## src/rtl/fp_normalizer_seq.sv

```systemverilog
// Sequential left-shift normalizer: one shift per cycle until MSB set or exponent floor.
// Optional FP_NORMALIZER_ZERO_BYPASS_EN sends zero mantissas straight to DONE.
module fp_normalizer_seq #(
  parameter int MANT_WIDTH = 8,
  parameter int EXP_WIDTH  = 5
) (
  input  logic                  clk,
  input  logic                  rst,
  input  logic                  in_valid,
  output logic                  in_ready,
  input  logic [MANT_WIDTH-1:0] in_mant,
  input  logic [EXP_WIDTH-1:0]  in_exp,
  output logic                  out_valid,
  input  logic                  out_ready,
  output logic [MANT_WIDTH-1:0] out_mant,
  output logic [EXP_WIDTH-1:0]  out_exp,
  output logic [EXP_WIDTH-1:0]  out_shift,
  output logic                  out_zero
);

  typedef enum logic [1:0] {
    IDLE,
    SHIFT,
    DONE
  } state_t;

  state_t                state_q, state_d;
  logic [MANT_WIDTH-1:0] mant_q, mant_d;
  logic [EXP_WIDTH-1:0]  exp_q, exp_d;
  logic [EXP_WIDTH-1:0]  shift_q, shift_d;
  logic                  zero_q, zero_d;
  logic                  term;

  // Stop on a leading one or at the subnormal floor; exp never wraps.
  assign term = mant_q[MANT_WIDTH-1] | (exp_q == '0);

  always_comb begin
    state_d = state_q;
    mant_d  = mant_q;
    exp_d   = exp_q;
    shift_d = shift_q;
    zero_d  = zero_q;
    unique case (state_q)
      IDLE: begin
        if (in_valid) begin
          mant_d  = in_mant;
          exp_d   = in_exp;
          shift_d = '0;
          zero_d  = 1'b0;
          state_d = SHIFT;
`ifdef FP_NORMALIZER_ZERO_BYPASS_EN
          if (in_mant == '0) begin
            exp_d   = '0;
            shift_d = in_exp;
            zero_d  = 1'b1;
            state_d = DONE;
          end
`endif
        end
      end
      SHIFT: begin
        if (term) begin
          zero_d  = (mant_q == '0);
          state_d = DONE;
        end else begin
          mant_d  = {mant_q[MANT_WIDTH-2:0], 1'b0};
          exp_d   = exp_q - EXP_WIDTH'(1);
          shift_d = shift_q + EXP_WIDTH'(1);
        end
      end
      DONE: begin
        if (out_ready) begin
          state_d = IDLE;
        end
      end
      default: state_d = IDLE;
    endcase
  end

  always_ff @(posedge clk) begin
    if (rst) begin
      state_q <= IDLE;
      mant_q  <= '0;
      exp_q   <= '0;
      shift_q <= '0;
      zero_q  <= 1'b0;
    end else begin
      state_q <= state_d;
      mant_q  <= mant_d;
      exp_q   <= exp_d;
      shift_q <= shift_d;
      zero_q  <= zero_d;
    end
  end

  assign in_ready  = (state_q == IDLE) & ~rst;
  assign out_valid = (state_q == DONE);
  assign out_mant  = mant_q;
  assign out_exp   = exp_q;
  assign out_shift = shift_q;
  assign out_zero  = zero_q;

endmodule

```

## config.mk

```make
export PLATFORM = sky130hd
export DESIGN_NAME = fp_normalizer_seq
export DESIGN_NICKNAME = d
export VERILOG_FILES = /design/src/rtl/fp_normalizer_seq.sv
export SDC_FILE = /design/constraint.sdc
export NUM_CORES = 1
export LEC_CHECK = 0
export ABC_AREA = 0
export BUFFER_PORTS_ARGS = -buffer_cell sky130_fd_sc_hd__buf_4
export CAP_MARGIN = 10
export CORE_UTILIZATION = 25
export CTS_CLUSTER_DIAMETER = 150
export DETAILED_ROUTE_END_ITERATION = 6
export PLACE_DENSITY_LB_ADDON = 0.2
export SYNTH_ARGS = -nofsm -noshare
export SYNTH_HDL_FRONTEND = slang
export SYNTH_SLANG_ARGS = --single-unit
```

## constraint.sdc

```tcl
create_clock -name clk -period 3.3 [get_ports clk]
set_input_delay 0.66 -clock clk [delete_from_list [all_inputs] [get_ports clk]]
set_output_delay 0.66 -clock clk [all_outputs]
set_load 0.02 [all_outputs]
```

[Yosys cells after proc, flatten, opt, wreduce, memory -nomap -nowiden]
Cells that the tools add are included.
Storage, ports and cells
  word-level logic and storage cells: 39
  input bits: 17
  output and inout bits: 21
  register bits: 21
Cells by class
  mux-type cells: 16
  bitwise logic cells: 3
  reductions and logical operators: 7
  $add $sub $neg: 2
  equality and inequality tests: 6
Operators by type and width (number)
  $mux 5: 4
  $pmux 5 s2: 2
  $mux 8: 2
  $pmux 8 s2: 1
  $reduce_and 3->1: 3
  $logic_not 8->1: 1
  $mux 2: 3
  $ne 2x2->1 const B: 3
  $pmux 2 s3: 1
  $add 5x1->5 const B: 1
  $logic_not 5->1: 1
  $sub 5x1->5 const B: 1
  $eq 2x1->1 const B: 1
  $eq 2x2->1 const B: 1
  $logic_not 2->1: 1
  $mux 1: 2
  $ne 2x1->1 const B: 1
  $pmux 1 s2: 1
  $reduce_bool 2->1: 1
  $and 1x1->1: 1
  $not 1->1: 1
  $or 1x1->1: 1

[Depth between registers and ports, before layout]
Gate-level depths: netlist of the first run.
  depth in word-level cells: 4
  mapped depth: 7
  gate-level depth less buffers: 6

[Worst setup path before layout of the first run]
Ideal clock, no wire load.
  path type: input to output
  from: in rst
  to: out in_ready
  path slack: 1.392 ns
  data required time: 2.640 ns
  path buffers: 1
  stages: 2
  arrival: 1.248 ns
  cell sequence: buf_6 -> nor3_1
On the way
  word-level cells in the longest chain between the ends: 2
RTL lines
  start, declared: line 8  | input logic rst,
  $not 1->1: line 96  | assign in_ready = (state_q == IDLE) & ~rst;
  $and 1x1->1: line 96
  end, declared: line 10  | output logic in_ready,
No other way between the ends.

[Final worst setup path of the first run]
  from: reg exp_q[0] (netlist: out_exp[0])
  to: reg mant_q[2] (netlist: out_mant[2])
On the way
  word-level cells in the longest chain between the ends: 4
RTL lines
  start, declared: line 29  | logic [EXP_WIDTH-1:0] exp_q, exp_d;
  start signal, assigned: line 90  | exp_q <= exp_d;
  $logic_not 5->1: line 35  | assign term = mant_q[MANT_WIDTH-1] | (exp_q == '0);
  $or 1x1->1: line 35
  $ne 2x2->1 (no source line)
  $reduce_and 3->1 (no source line)
  end signal, assigned: line 89  | mant_q <= mant_d;
  end, declared: line 28  | logic [MANT_WIDTH-1:0] mant_q, mant_d;
No other way between the ends.
A chain may end at the register's enable or synchronous reset.

==> key figures, run 1 <==
Run status
  • Status: completed

CTS
  • Post-CTS Hold Buffers: 0
  • Clk buf depth: 2
  • Post-cts resize count: 0
  • TritonCTS buffer count: 3
  • Postcts setup bufs: 0
  • Clk pin slew, worst setup/hold paths: 0.08 ns
  • CTS tree: yes
  • Worst skew pair latency: 0.27 ns
  • Clk root buf: clkbuf_8
  • H-tree Lvls: 1
  • Sink Count: 21

Flow run
  • Total of max-cap violations: 0

Cells and area
  • Ant diodes: 0
  • Fin util: 0.335
  • Most frequent cells in the layout: 38 x buf_4, 22 x nand2_1, 21 x dfxtp_1, 12 x nor2_1, 11 x a21oi_1
  • Post-route cell area: roughly 0.0015 sq mm
  • NumNets Final: between 150 and 200
  • Most common cell after layout, fill and taps aside: buf_4
  • Layout cell share with drive strength beyond 1: 0.360
  • Area grow syn2layout: 29.0%

Power
  • Seq pwr share: 0.415
  • Comb pwr share: 0.359
  • Switching share of power: 0.375
  • Cell internal pwr: 489 uW
  • Clock power share: 0.226
  • PwrDens: 536 mW/mm^2
  • Psw: 293 uW
  • Leak: 0.000583 uW
  • Worst ir drop on vdd: 163 uV
  • Total power: about 800 uW

Synth
  • Synth top area share: 0.371
  • Syn Area/Cell: 8.99 sq um
  • Synth area leaders: dfxtp_1 37%, a311oi_2 11%, nand2_1 7.3%
  • Unique masters post-synth: 33
  • Cell count after synthesis: 126
  • Part of the Yosys area used for sequential elements: 0.371
  • Top cell type by total area after synthesis: dfxtp_1
  • Yosys reg bits: 21
  • Yosys warns: 0
  • Syn_nets: 145
  • Synth Cell Area: 0.00113 sq mm

Global route
  • GRT Total Usage: 0.122
  • Initial antenna violation count: 0
  • Remaining global-route overflow: 0
  • First-pass GRT wire length: between 4000 and 5000 um
  • Vias in the first global route: 1,043
  • Top Usage Layer GRT: met2
  • Met3 usage: 0.0189
  • Largest net degree at the start of global routing: 23
  • Met1 GRT Util: 0.145
  • Met2 Use GR: 0.210

Drt
  • WL/cell: approximately 14 um
  • Vias per cell: between 4 and 5
  • Final ANT Viol Nets: 0
  • WL final: between 2000 and 3000 um
  • 1st-pass router iterations: 4
  • Initial drt markers: 40
  • # DRC: 0
  • Vias: 1,061

Timing
  • Setup violations, final: 0
  • Setup_tns: 0 ns
  • Worst Max-Slew Pin Slew: 0.794 ns
  • Final setup skew: about 0.0019 ns
  • Final hold violations: 0
  • Unrepaired setup endpoints after global routing: no
  • Slew HR: 0.471
  • Final period util: 0.652
  • Tmin final: 2.15 ns
  • Final WS setup: roughly 1.1 ns
  • Final Slew Violations: 0
  • Max Clk Rate: roughly 470 MHz

Die
  • Die height: 69.3 um
  • Die W: 69.3 um
  • Die area: 0.00480 sq mm
  • Core Footprint: between 0.004 and 0.005 sq mm
  • Initial Util: 0.260
  • Io pins: 38
  • Core Rows: 24

Hold path
  • Hold Path Class: reg2reg

Placed design
  • Pre-CTS setup slack: 1.04 ns
  • Cell Area, Placed: between 0.001 and 0.0015 sq mm
  • RePlAce Congestion: 0.754
  • Dpl hpwl: ~2100 um
  • IO Port Bufs: 37

Worst setup path
  • Arrival @ worst endpoint: between 2 and 2.5 ns
  • Required time of the worst setup path: 3.41 ns
  • Crit-path max FO: 20
  • Startpoint Class: flip-flop
  • Setup CP Type: reg2reg
  • Setup crit end kind: flip-flop
## power by group through the flow
stage | Clock (uW) | Combinational (uW) | Sequential, uW
after floorplan | 0 | 178 | 351
after global placement | 0 | 278 | 331
after detailed placement | 0 | 282 | 332
after CTS | 179 | 283 | 326
after global routing | 191 | 306 | 330
final | 177 | 281 | 325
## registers in the layout, summed over array words and instances, names as in the netlist
register   count
out_exp        5
out_zero       1
out_shift      5
out_mant       8
state_q        2
## routing by layer
layer / vias up / part of all wire / wire, um
met3: 5 / 0.034 / 98
met4: 0 / 0.020 / 59
met1: 502 / 0.45 / 1320
li1: 528 / - / -
met5: - / 0 / 0
met2: 26 / 0.49 / 1440
## through the flow
stage	instances	hold WS, ns
CTS	213	0.483
detailed placement	209	0.473
finish	213	0.477
floorplan	126	0.544
global placement	209	0.482
global route	213	0.519
## final cells by class
type	count	area (sq um)
Clock buffer	3	41.3
Clock inverter	1	5.00
Fill cell	470	2890
Inverter	2	7.51
Multi-Input combinational cell	96	636
Sequential cell	21	420
Tap cell	52	65.1
Timing Repair Buffer	38	285
## worst paths after layout
check	startpoint	endpoint	slack, ns	cells after the start
worst max register to register	out_exp[0]	out_mant[2]	1.15	6
worst min-delay path	out_zero	out_zero	0.48	2
worst min register to register	out_zero	out_zero	0.48	2
worst max-delay path	out_exp[0]	out_mant[2]	1.15	6
## worst max-delay path: stages, from the launching register on
cell and delay, ns:
dfxtp_1 0.36, inv_1 0.09, ha_1 0.25, or4b_4 0.51, a21o_1 0.46, nor2_1 0.24
a311oi_2 0.07
## synthesized netlist by cell type
master and number:
a211oi_2 1, nor4b_1 1, nor4_1 2, mux2_2 1, o21ai_1 1, o31ai_1 1, nand2_1 22, nor2_1 12
a21oi_1 11, dfxtp_1 21, clkbuf_8 2, and2_1 1, mux2i_1 2, nor3_1 4, a41oi_1 2, o21ai_0 5
nor3b_2 2, nand4_1 1, buf_6 3, clkbuf_1 2, a21oi_4 1, nand3_1 4, a21o_1 1, inv_1 2
o211ai_1 1, a311oi_2 8, nor3b_1 1, o21ba_2 1, or4b_4 1, o31a_2 1, ha_1 2, nor2b_1 4
nand2b_1 2
## kinds of logic (layout without fill, tap and decap cells)
logic type      after synthesis  after routing  synth area share
simple gates                 57             57             0.252
compound gates               34             34             0.260
flops                        21             21             0.371
buf+inv                       9             44            0.0674
mux                           3              3            0.0276
fa+ha+maj                     2              2            0.0221
Power figures use the tool's default switching activity.
==> run 2: changes to the inputs <==
==> constraint.sdc (replaced) <==
create_clock -name clk -period 1.95 [get_ports clk]
set_input_delay 0.39 -clock clk [delete_from_list [all_inputs] [get_ports clk]]
set_output_delay 0.39 -clock clk [all_outputs]
set_load 0.02 [all_outputs]
==> run 2 against run 1 <==
  * Hold slack worse by 0.098 ns
  * Setup slack worse by 1.0 ns
  * Critical path depth stayed put
  * Sequential power is 68% higher
  * Combinational power is 92% higher
  * Via count is 0.57% lower
  * Clock power is 64% higher
  * Routed wire length is 5.9% higher
  * Count of clock-buffer cells in the layout stayed put
  * Utilization is 1.7 points higher
  * Largest cell class unchanged
==> key figures, run 2 (synthesized netlist as in run 1, its figures left out) <==
Cells and area
  • Area grow syn2layout: 35.4%
  • Non-Filler Instances: 220 (+3.3%)
  • Ant diodes: 0 (unchanged)
  • Layout cell share with drive strength beyond 1: 0.399 (+0.0386)
  • Post-route cell area: 0.00153 sq mm (+5.0%)
  • Most frequent cells in the layout: 44 x buf_4, 22 x nand2_1, 21 x dfxtp_1, 12 x nor2_1, 11 x a21oi_1
  • Largest register FFs: 8 (unchanged)
  • Most common cell after layout, fill and taps aside: buf_4
  • NumNets Final: 188 (+3.9%)

Run status
  • Status: completed

Placed design
  • RePlAce Congestion: 0.765 (+1.6%)
  • Placed insts: 213 (+1.9%)
  • Dpl hpwl: 2200 um (+5.2%)
  • Pre-CTS setup slack: 0.00422 ns (-1.04 ns)
  • IO Port Bufs: 37 (unchanged)
  • Cell Area, Placed: 0.00146 sq mm (+3.0%)

Hold path
  • Hold Path Origin: in_exp[4]
  • Hold Path Class: in2reg
  • WHS Endpoint: out_exp[4]
  • WHS Path Cells: 3 (+1)

Drt
  • # DRC: 0 (unchanged)
  • Routed met2 length: 1590 um (+11%)
  • Uppermost layer routed: met4
  • Initial drt markers: 44 (+10%)
  • WL/cell: 14.1 um (+2.6%)
  • Final ANT Viol Nets: 0 (unchanged)
  • Wl on met1: 1390 um (+4.8%)
  • Vias per cell: 4.80 (-3.7%)
  • Met3 wire length: 84 um (-14%)
  • WL final: 3090 um (+5.9%)
  • Vias: 1,055 (-0.57%)
  • 1st-pass router iterations: 4 (unchanged)

Worst setup path
  • CP max stage delay: 0.50 ns (about the same)
  • Required time of the worst setup path: 2.13 ns (-1.28 ns)
  • Startpoint Class: flip-flop
  • R2R Setup Slk: 0.11 ns (-1.04 ns)
  • Crit-path max FO: 20 (unchanged)
  • CP max-delay cell: or4b_4
  • Crit path buffers/inverters: 2 (+1)
  • R2R Path End: out_shift[4]
  • Setup crit end kind: flip-flop
  • Arrival @ worst endpoint: 2.03 ns (-0.23 ns)
  • Setup CP Type: reg2reg
  • FF-to-FF path depth: 6 (unchanged)
  • CP cell instances: inv_1 -> ha_2 -> or4b_4 -> a21o_1 -> buf_12 -> a311oi_2
  • CP top delay family: simple AND/OR/NAND/NOR gates
  • Reg-to-Reg Start: out_exp[0]

Timing
  • Hold slack final: 0.380 ns (-0.0976 ns)
  • Max Clk Rate: 543 MHz (+17%)
  • Unrepaired setup endpoints after global routing: no
  • Final hold violations: 0 (unchanged)
  • Worst Max-Slew Pin Slew: 0.551 ns (-0.243 ns)
  • Slew HR: 0.628 (+0.157)
  • Final period util: 0.945 (+0.293)
  • Setup_tns: 0 ns (unchanged)
  • Final WS setup: 0.107 ns (-1.04 ns)
  • Final setup skew: 0.00551 ns (+0.00358 ns)
  • Setup violations, final: 0 (unchanged)
  • Tmin final: 1.84 ns (-0.308 ns)
  • Final Slew Violations: 0 (unchanged)

Die
  • Core Footprint: 0.00435 sq mm (unchanged)
  • Die height: 69.3 um (unchanged)
  • Io pins: 38 (unchanged)
  • Die W: 69.3 um (unchanged)
  • Core Rows: 24 (unchanged)
  • Initial Util: 0.260 (unchanged)
  • Die area: 0.00480 sq mm (unchanged)

CTS
  • Clk buf depth: 2 (unchanged)
  • Sink Count: 21 (unchanged)
  • CTS tree: yes
  • TritonCTS buffer count: 3 (unchanged)
  • Worst skew pair latency: 0.26 ns (about the same)
  • Clk pin slew, worst setup/hold paths: 0.08 ns (about the same)
  • Clk root buf: clkbuf_8
  • H-tree Lvls: 1 (unchanged)

Power
  • Leak: 0.000623 uW (+6.8%)
  • Worst ir drop on vdd: 245 uV (+51%)
  • PwrDens: 899 mW/mm^2 (+68%)

Global route
  • Initial antenna violation count: 0 (unchanged)
  • First-pass GRT wire length: 5030 um (+6.6%)
  • Vias in the first global route: 1,048 (+0.48%)
  • Largest net degree at the start of global routing: 23 (unchanged)
  • GRT Total Usage: 0.129 (+0.00714)
  • Remaining global-route overflow: 0 (unchanged)

Flow run
  • Total of max-cap violations: 0 (unchanged)
-- run 2: cell types whose count changed in the layout (fill, tap and decap cells not counted), sizes merged --
cell | previous run | this run
buf | 38 | 45
-- run 2: worst max path at each step --
stage                     from      endpoint  slack [ns]  cells past startpoint
finish              out_exp[0]  out_shift[4]        0.11                      6
global route        out_exp[0]  out_shift[4]       0.004                      6
CTS                 out_exp[0]    out_exp[2]         0.1                      6
detailed placement  out_exp[0]  out_shift[4]       0.004                      6
global placement    out_exp[0]  out_shift[4]        0.10                      6
floorplan           out_exp[0]  out_shift[4]        0.12                      6
-- run 2: metal layers --
metal  GRT usage  up-vias
li1            -      542
met1       0.164      490
met2       0.215       19
met3      0.0218        4
met4      0.0522        0
met5           0        -
-- run 2: area by class of cell --
class | count | area, sq um
clock buffers | 3 | 41.3
clock inverters | 1 | 5.00
fillers | 461 | 2820
inverters | 2 | 7.51
multi-input cells | 96 | 643
flip-flops and latches | 21 | 420
well taps | 52 | 65.1
repair buffers | 45 | 350
-- run 2: worst min-delay path, stage by stage --
cell and delay [ns]:
buf_4 0.11, nand2_1 0.04, a21oi_1 0.05
-- run 2: report_power, final --
group	switching (uW)	leakage [uW]	internal (uW)
registers	66.9	0.000172	480
logic	288	0.000425	251
clock network	149	0.0000255	143
-- run 2: what timing repair did --
item	in CTS	in global routing
pin swaps	0	1
hold endpoints to repair	0	0
setup buffers	0	3
hold buffers	0	0
gates resized for setup	1	1
endpoints found under the setup margin	2	5
-- run 2: through the flow --
| stage | total power, uW | util |
|---|---|---|
| finish | 1380 | 0.352 |
| global route | 1470 | 0.352 |
| CTS | 1370 | 0.346 |
| detailed placement | 1070 | 0.334 |
| global placement | 1070 | 0.334 |
| floorplan | 896 | - |
==> run 3: changes to the inputs <==
--- a/config.mk
+++ b/config.mk
@@ -9,6 +9,7 @@
 export BUFFER_PORTS_ARGS = -buffer_cell sky130_fd_sc_hd__buf_4
 export CAP_MARGIN = 10
 export CORE_UTILIZATION = 25
+export CTS_BUF_LIST = sky130_fd_sc_hd__clkbuf_8
 export CTS_CLUSTER_DIAMETER = 150
 export DETAILED_ROUTE_END_ITERATION = 6
 export PLACE_DENSITY_LB_ADDON = 0.2
==> constraint.sdc (replaced) <==
create_clock -name clk -period 1.7 [get_ports clk]
set_input_delay 0.34 -clock clk [delete_from_list [all_inputs] [get_ports clk]]
set_output_delay 0.34 -clock clk [all_outputs]
set_load 0.02 [all_outputs]
==> run 3 against run 2 <==
  * The flow now finishes with violations (negative setup slack)
  * Count of clock-buffer cells in the layout stayed put
  * Routed wire length is 1.0% higher
  * Critical path depth is 1 higher
  * Critical path type unchanged
  * Critical endpoint is now out_mant[0]
  * Largest cell class unchanged
  * Highest routed layer unchanged
==> key figures, run 3 (synthesized netlist as in run 1, its figures left out) <==
Run status
  • Status: finished, violations left
  • Failing checks: negative setup slack

Die
  • Die height: 69.3 um (unchanged)
  • Die W: 69.3 um (unchanged)
  • Core Rows: 24 (unchanged)
  • Die area: 0.00480 sq mm (unchanged)
  • Core Footprint: 0.00435 sq mm (unchanged)
  • Io pins: 38 (unchanged)
  • Initial Util: 0.260 (unchanged)

Worst setup path
  • Setup crit end kind: flip-flop
  • Startpoint Class: flip-flop
  • CP top delay family: simple AND/OR/NAND/NOR gates
  • Reg-to-Reg Start: out_exp[1]
  • Setup CP Type: reg2reg
  • Crit path buffers/inverters: 2 (unchanged)
  • CP cell instances: inv_4 -> ha_4 -> or4b_4 -> a21oi_4 -> buf_4 -> nand2_1 -> a21oi_1
  • CP max-delay cell: or4b_4
  • Arrival @ worst endpoint: 1.95 ns (-0.08 ns)
  • CP max stage delay: 0.49 ns (about the same)
  • Crit-path max FO: 7 (-65%)
  • Crit. Startpoint: out_exp[1]
  • Required time of the worst setup path: 1.89 ns (-0.24 ns)

Global route
  • Largest net degree at the start of global routing: 23 (unchanged)
  • First-pass GRT wire length: 5040 um (+0.14%)
  • Met2 Use GR: 0.219 (+0.00431)
  • Initial antenna violation count: 0 (unchanged)
  • Remaining global-route overflow: 0 (unchanged)
  • Met3 usage: 0.0262 (+0.00436)
  • Vias in the first global route: 1,070 (+2.1%)
  • GRT Total Usage: 0.128 (-0.000802)
  • Met1 GRT Util: 0.153 (-0.0112)
  • Top Usage Layer GRT: met2

Timing
  • Final hold violations: 0 (unchanged)
  • Final Slew Violations: 0 (unchanged)
  • Unrepaired setup endpoints after global routing: yes
  • Final WS setup: -0.0586 ns (-0.166 ns)
  • Worst Max-Slew Pin Slew: 0.369 ns (-0.182 ns)
  • Slew HR: 0.754 (+0.126)
  • Max Clk Rate: 569 MHz (+4.8%)
  • Tmin final: 1.76 ns (-0.0842 ns)
  • Final setup skew: 0.00472 ns (-0.000786 ns)
  • Setup violations, final: 15 (+15)
  • Final period util: 1.03 (+0.0894)
  • Setup_tns: -0.447 ns (-0.447 ns)

Placed design
  • Dpl hpwl: 2220 um (+0.85%)
  • RePlAce Congestion: 0.731 (-4.5%)
  • IO Port Bufs: 37 (unchanged)
  • Placed insts: 221 (+3.8%)
  • Pre-CTS setup slack: -0.0534 ns (-0.0576 ns)
  • Cell Area, Placed: 0.00153 sq mm (+5.2%)

Cells and area
  • Most common cell after layout, fill and taps aside: buf_4
  • Most frequent cells in the layout: 49 x buf_4, 21 x nand2_1, 19 x dfxtp_1, 11 x a21oi_1, 10 x nor2_1
  • Post-route cell area: 0.00166 sq mm (+8.2%)
  • Layout cell share with drive strength beyond 1: 0.486 (+0.0871)
  • Ant diodes: 0 (unchanged)
  • NumNets Final: 197 (+4.8%)
  • Non-Filler Instances: 229 (+4.1%)
  • Largest register FFs: 8 (unchanged)
  • Fillers: 437 (-5.2%)
  • Area grow syn2layout: 46.4%

Power
  • Leak: 0.000679 uW (+9.0%)
  • Psw: 622 uW (+23%)
  • Switching share of power: 0.365 (-0.000867)
  • Seq pwr share: 0.366 (-0.031)
  • Cell internal pwr: 1080 uW (+24%)
  • PwrDens: 1030 mW/mm^2 (+14%)
  • Clock power share: 0.199 (-0.012)
  • Worst ir drop on vdd: 293 uV (+19%)
  • Comb pwr share: 0.436 (+0.044)

Drt
  • WL final: 3120 um (+1.0%)
  • WL/cell: 13.6 um (-2.9%)
  • Vias: 1,137 (+7.8%)
  • Initial drt markers: 34 (-23%)
  • # DRC: 0 (unchanged)
  • Final ANT Viol Nets: 0 (unchanged)
  • 1st-pass router iterations: 4 (unchanged)
  • Vias per cell: 4.97 (+3.5%)

CTS
  • TritonCTS buffer count: 3 (unchanged)
  • Sink Count: 21 (unchanged)
  • CTS tree: yes
  • Clk root buf: clkbuf_8
  • H-tree Lvls: 1 (unchanged)
  • Clk buf depth: 2 (unchanged)
  • Worst skew pair latency: 0.26 ns (about the same)
  • Clk pin slew, worst setup/hold paths: 0.08 ns (about the same)

Hold path
  • Hold Path Origin: in_exp[4]
  • Hold Path Class: in2reg

Flow run
  • Total of max-cap violations: 0 (unchanged)
-- run 3: what timing repair did --
item | CTS | global route
setup endpoints to repair | 15 | 16
gates resized for setup | 3 | 12
hold buffers | 0 | 0
endpoints found under the hold margin | 0 | 0
setup buffers | 0 | 4
pin swaps | 1 | 7
-- run 3: cell type report --
type,count,area (sq um),area share
timing repair buffer,54,433,0.261
multi-input combinational,96,673,0.406
tap,52,65.1,0.0392
inverter,2,12.5,0.00755
clock buffer,3,41.3,0.0249
sequential,21,428,0.258
clock inverter,1,5.00,0.00302
-- run 3: stage by stage --
step	hold slack, ns	util	power [uW]
6_report	0.330	0.381	1700
5_1_grt	0.358	0.381	1800
4_1_cts	0.325	0.366	1650
3_5_place_dp	0.474	0.352	1300
3_3_place_gp	0.460	0.352	1290
2_1_floorplan	0.408	-	1040
-- run 3: power by group through the flow --
stage / logic, uW / clock network [uW] / registers [uW]
global route: 800 / 362 / 634
global placement: 660 / 0 / 631
finish: 742 / 339 / 623
floorplan: 351 / 0 / 686
detailed placement: 668 / 0 / 630
CTS: 682 / 346 / 621
-- run 3: layer usage --
layer / routed length, um / share of wire
met5: 0 / 0
met4: 57 / 0.018
met3: 113 / 0.036
met2: 1610 / 0.52
met1: 1340 / 0.43
-- run 3: final timing paths --
kind	endpoint	slack [ns]	depth (start not counted)
min reg2reg	out_zero	0.48	2
min	out_exp[4]	0.33	3
max	out_mant[0]	-0.06	7
max reg2reg	out_mant[0]	-0.06	7
-- run 3: worst min-delay path, stage by stage --
cell and delay (ns):
buf_4 0.11, nand2_1 0.05, a21oi_1 0.05
